File: src/rtl/wave_voice_sequencer.sv
// rtl/wave_voice_sequencer.sv - round-robin wavetable voice sequencer and 12-bit mixer
module wave_voice_sequencer #(
  parameter int VOICES = 16,
  parameter int FRAC_W = 10
) (
  input  logic                       CLK,
  input  logic                       RST,
  input  logic                       sample_tick,
  input  logic                       cfg_we,
  input  logic [$clog2(VOICES)-1:0]  cfg_voice,
  input  logic                       cfg_en,
  input  logic [6:0]                 cfg_instr,
  input  logic [9:0]                 cfg_len,
  input  logic [9+FRAC_W:0]          cfg_inc,
  output logic [6:0]                 instrument,
  output logic [9:0]                 pointer,
  input  logic [11:0]                value_in,
  output logic [11:0]                mix_out,
  output logic                       frame_done,
  output logic                       busy,
  output logic                       overrun
);

  localparam int VW    = $clog2(VOICES);
  localparam int ACC_W = 10 + FRAC_W;

  localparam logic [1:0] S_IDLE  = 2'd0;
  localparam logic [1:0] S_ISSUE = 2'd1;
  localparam logic [1:0] S_DRAIN = 2'd2;
  localparam logic [1:0] S_DONE  = 2'd3;

  logic [1:0]       state_q, state_d;
  logic [VW-1:0]    v_q, v_d;
  logic [6:0]       instrument_q, instrument_d;
  logic [9:0]       pointer_q, pointer_d;
  logic [11:0]      sum_q, sum_d, mix_out_q;
  logic             frame_done_q, overrun_q;
  logic             act_p1_q, act_p2_q;

  logic             en_q    [VOICES];
  logic [6:0]       instr_q [VOICES];
  logic [9:0]       len_q   [VOICES];
  logic [ACC_W-1:0] inc_q   [VOICES];
  logic [ACC_W-1:0] acc_q   [VOICES];

  logic             start, last_drain, cur_act, load_instr;
  logic [VW-1:0]    nv;
  logic [ACC_W:0]   sum1, sum2, len_sh;
  logic [10:0]      len_ext;
  logic [ACC_W-1:0] acc_upd;
  logic [7:0]       samp;
  logic [3:0]       unused_value_hi;

  assign instrument      = instrument_q;
  assign pointer         = pointer_q;
  assign mix_out         = mix_out_q;
  assign frame_done      = frame_done_q;
  assign overrun         = overrun_q;
  assign busy            = (state_q != S_IDLE);
  assign unused_value_hi = value_in[11:8];

  assign start      = (state_q == S_IDLE) && sample_tick;
  assign last_drain = (state_q == S_DRAIN) && (v_q == VW'(1));
  assign cur_act    = (state_q == S_ISSUE) && en_q[v_q] && (len_q[v_q] != 10'd0);
  // offset-binary to two's complement: x - 128 is just an MSB flip
  assign samp       = {~value_in[7], value_in[6:0]};

  // frame sequencing: ISSUE walks every voice, DRAIN covers the lookup latency
  always_comb begin
    state_d = state_q;
    v_d     = v_q;
    case (state_q)
      S_IDLE:  if (sample_tick) begin state_d = S_ISSUE; v_d = '0; end
      S_ISSUE: begin
        if (v_q == VW'(VOICES - 1)) begin state_d = S_DRAIN; v_d = '0; end
        else v_d = v_q + 1'b1;
      end
      S_DRAIN: begin
        if (v_q == VW'(1)) state_d = S_DONE;
        else v_d = v_q + 1'b1;
      end
      default: state_d = S_IDLE;
    endcase
  end

  // instrument leads pointer by one cycle, so it is fetched for the next voice to issue
  always_comb begin
    nv           = (state_q == S_IDLE) ? '0 : v_q + 1'b1;
    load_instr   = start || ((state_q == S_ISSUE) && (v_q != VW'(VOICES - 1)));
    instrument_d = 7'd0;
    if (load_instr && en_q[nv] && (len_q[nv] != 10'd0)) instrument_d = instr_q[nv];
    pointer_d    = cur_act ? acc_q[v_q][ACC_W-1:FRAC_W] : 10'd0;
  end

  // phase advance with single subtract, then integer clear if the step still overshoots
  always_comb begin
    len_ext = {1'b0, len_q[v_q]};
    len_sh  = {len_ext, {FRAC_W{1'b0}}};
    sum1    = {1'b0, acc_q[v_q]} + {1'b0, inc_q[v_q]};
    sum2    = sum1 - len_sh;
    acc_upd = sum1[ACC_W-1:0];
    if (sum1[ACC_W:FRAC_W] >= len_ext) begin
      if (sum2[ACC_W:FRAC_W] >= len_ext) acc_upd = {10'd0, sum2[FRAC_W-1:0]};
      else                               acc_upd = sum2[ACC_W-1:0];
    end
  end

  // mix accumulation for the voice whose lookup result is on value_in this cycle
  always_comb begin
    sum_d = sum_q;
    if (act_p2_q) sum_d = sum_q + {{4{samp[7]}}, samp};
  end

  // frame control, lookup outputs and mix registers
  always_ff @(posedge CLK or posedge RST) begin
    if (RST) begin
      state_q      <= S_IDLE;
      v_q          <= '0;
      instrument_q <= 7'd0;
      pointer_q    <= 10'd0;
      act_p1_q     <= 1'b0;
      act_p2_q     <= 1'b0;
      sum_q        <= 12'd0;
      mix_out_q    <= 12'd0;
      frame_done_q <= 1'b0;
      overrun_q    <= 1'b0;
    end else begin
      state_q      <= state_d;
      v_q          <= v_d;
      instrument_q <= instrument_d;
      pointer_q    <= pointer_d;
      act_p1_q     <= cur_act;
      act_p2_q     <= act_p1_q;
      sum_q        <= start ? 12'd0 : sum_d;
      frame_done_q <= last_drain;
      if (last_drain) mix_out_q <= sum_d;
      if (sample_tick && (state_q != S_IDLE)) overrun_q <= 1'b1;
    end
  end

  // per-voice state; a config write lands after the accumulate so it wins on collision
  always_ff @(posedge CLK or posedge RST) begin
    if (RST) begin
      for (int i = 0; i < VOICES; i++) begin
        en_q[i]    <= 1'b0;
        instr_q[i] <= 7'd0;
        len_q[i]   <= 10'd0;
        inc_q[i]   <= '0;
        acc_q[i]   <= '0;
      end
    end else begin
      if (cur_act) acc_q[v_q] <= acc_upd;
      if (cfg_we) begin
        en_q[cfg_voice]    <= cfg_en;
        instr_q[cfg_voice] <= cfg_instr;
        len_q[cfg_voice]   <= cfg_len;
        inc_q[cfg_voice]   <= cfg_inc;
        acc_q[cfg_voice]   <= '0;
      end
    end
  end

endmodule
File: config.mk
export PLATFORM = sky130hd
export DESIGN_NAME = wave_voice_sequencer
export DESIGN_NICKNAME = d
export VERILOG_FILES = /design/src/rtl/wave_voice_sequencer.sv
export SDC_FILE = /design/constraint.sdc
export NUM_CORES = 2
export LEC_CHECK = 0
export ABC_CLOCK_PERIOD_IN_PS = 91100
export CAP_MARGIN = 10
export CORE_ASPECT_RATIO = 2
export CORE_MARGIN = 5
export CORE_UTILIZATION = 68
export DETAILED_ROUTE_END_ITERATION = 8
export GPL_TIMING_DRIVEN = 0
export PLACE_DENSITY = 0.86
export SLEW_MARGIN = 20
export SYNTH_ARGS = -nofsm -noshare
export SYNTH_HDL_FRONTEND = slang
export SYNTH_SLANG_ARGS = --single-unit
File: constraint.sdc
create_clock -name CLK -period 91.1 [get_ports CLK]
set_clock_uncertainty 0.2 [all_clocks]
set_input_delay 13.665 -clock CLK [delete_from_list [all_inputs] [get_ports CLK]]
set_output_delay 13.665 -clock CLK [all_outputs]
set_load 0.02 [all_outputs]
==> flow_summary.ini <==
[layout]
synth_to_final_area_change_pct = 11.27
fillerInstances = 4263
postLayoutCoreUtil = 0.7602
ff_latch_area_sq_mm = 0.02450
finalNonFillerCells = 5162
final_nets = 4296
layout_cell_area_excl_fill_sq_mm = 0.05291
drive_gt1_frac = 0.2198
multi_input_area_sq_mm = 0.02138

[yosys]
ys_dominant_reg_cell = dfrtp_1
syn_nets = 4112
synth-adder-area-share = 0.01705
yosys.area_share.xor_xnor = 0.007184
largest_family_of_logic_cells_by_synthesized_area = multiplexers
dominant_cells_by_area_after_synthesis = dfrtp_1, mux4_2, mux2_2
synth_top_area_cell = dfrtp_1
yosysWarningCount = 0
syn_avg_cell_area_sq_um = 11.91
synth_top_cell_area_share = 0.5152
yosysUniqueCellTypes = 65
post-synth-top-count-cell = dfrtp_1
synth_enable_flop_cells = 0
synthMuxAreaShare = 0.2433
synth_compound_gate_area_share = 0.06802
post_synth_most_frequent_cells = dfrtp_1, nand2_1, mux2_2
synth_seq_area_share = 0.5152
synth-simple-area-share = 0.1141
synth-seq-cells = 979
async_reset_ff_frac = 1.000
synthesis.instances = 3991
synth.cell_area_sq_mm = 0.04755

[place]
placed_area_sq_mm = 0.04982
finalWeightedCongestion = 1.040
port_buffers = 83
dp_hpwl_um = 113100
dpl.cell_count = 4988

[drt]
detail_route.iter0.violations = 4521
routed_wl_um = 162700
avgRoutedWirePerCell_um = 31.52
routed_via_density = 7.148
vias = 36898
postRouteAntennaNets = 0
dr.pass1.iters = 8
drc = 0

[cts]
cts_hold_buf = 0
ctsResizeCount = 0
cts_tree = yes
cts.reportedPaths.clkPinSlew_ps = 70
cts_buffer_depth = 3
h-tree-depth = 3
numCtsBuffers = 84
numClockSinks = 979
number_of_post_cts_setup_repair_buffers = 0
cts_root_buffer = clkbuf_16
clk-insertion-delay-late_ps = 700

[run]
cap_viol_max_count = 0

[timing]
finalCritPeriodShare = 0.1815
max-slew-margin-rel = 0.1258
fin_setup_tns_ps = 0
final-max-slew-violation-count = 0
hold_viol_final = 0
maxClockFrequency_ghz = 0.06047
timing.final.crit_period_ps = 16540
unrepaired_setup_endpoints_after_global_routing = no
tightest_pin_transition_ps = 1311
setup_failing_eps_final = 0

[global_route]
globalRouteTotalUtil = 0.4382
grt_remaining_overflow = 0
gr-usage-met1 = 0.4581
number_of_global_route_vias_before_repair = 38797
grt_antenna_before_repair = 15
most_used_routing_layer = met2
globalRouteMet3Util = 0.1215
groute.layer.met2.usage = 0.6968
grt_max_degree = 112
grt_first_pass_wirelength_um = 242600

[setup_path]
required_ps = 91530
regToRegStartpoint = v_q[0]
regToRegEndpoint = acc_q[196]
regToRegSetupSlack_ps = 79670
setup.worst_path.end_class = flip-flop
critPathLaunchType = input port
critPathMaxFanout = 10
critPathKind = in2reg
worstRegToRegCells = 34
worst-endpoint-arrival_ps = 16970
worstSetupStartpoint = cfg_voice[2]
crit_end = inc_q[143]

[floorplanning]
pin_count = 90
die_x_um = 197.0
die_height_um = 384.0
dieArea_sq_mm = 0.07563
floorplan.rows = 137
initial_util = 0.6832
core_area_sq_mm = 0.06959

[worst_hold_path]
worst_hold_path.num_cells = 0
min_path_type = reg2reg

[run_status]
outcome = completed

[power]
power_per_cell_area_mw_per_mm2 = 36.35
power_leakage_nw = 23.22
vdd.ir_drop.worst_mv = 0.04395
power by group:
group	internal (mW)	switching (mW)
logic	0.330	0.606
registers	0.530	0.0612
clock network	0.221	0.175
area by class of cell:
class	count	area share
inverter	23	0.001774
clock buffer	114	0.04602
antenna	15	0.0007095
buffer	325	0.03051
timing repair buffer	98	0.02162
clock inverter	41	0.01085
multi-input combinational	2664	0.4041
tap	903	0.02136
sequential	979	0.4630
metal layers:
layer,up-vias,routed length [um]
met5,-,48
met4,8,21000
met3,1121,16770
met2,2996,77460
met1,18259,47400
li1,14514,-
worst min-delay path by stage:
stage              from        to
2_1_floorplan  act_p1_q  act_p2_q
4_1_cts        act_p1_q  act_p2_q
5_1_grt        act_p1_q  act_p2_q
6_report       act_p1_q  act_p2_q
3_5_place_dp   act_p1_q  act_p2_q
3_3_place_gp   act_p1_q  act_p2_q
through the flow:
step / hold slack, ps / total power, mW / setup WS [ps]
floorplan: 131.2 / 1.161 / 49690
global placement: 135.2 / 1.439 / 39690
detailed placement: 147.5 / 1.464 / 73970
CTS: 162.2 / 1.862 / 74660
global route: 166.7 / 1.985 / 74540
finish: 158.0 / 1.923 / 74560
worst max-delay path, stage by stage:
cell             delay, ps
clkdlybuf4s50_1        550
nand3b_1               330
nor3_1                 540
clkbuf_1               890
buf_1                  720
nand2_1                150
nand2_1                100
layout by cell type, fill, tap and decap left out, types with 83 or more instances in the layout:
cell,count
dfrtp_1,979
nand2_1,848
mux2_2,343
nor2_1,298
mux4_2,269
clkbuf_1,205
mux2i_1,149
a211oi_1,119
a21oi_1,117
o21ai_0,110
clkbuf_16,84
clkdlybuf4s50_1,83
logic make-up after synthesis:
| group | Yosys count |
|---|---|
| flops | 979 |
| fa+ha+maj | 63 |
| compound gates | 477 |
| mux | 767 |
| buf+inv | 348 |
| xor+xnor | 39 |
| simple gates | 1318 |
sequential cells by signal, indices dropped and copies added (netlist names):
signal      cells
acc_q         320
inc_q         320
len_q         160
instr_q       112
en_q           16
mix_out        12
sum_q          12
pointer        10
instrument      7
v_q             4
state_q         2
act_p1_q        1
act_p2_q        1
frame_done      1
overrun         1
(Power assumes the default switching activity.)
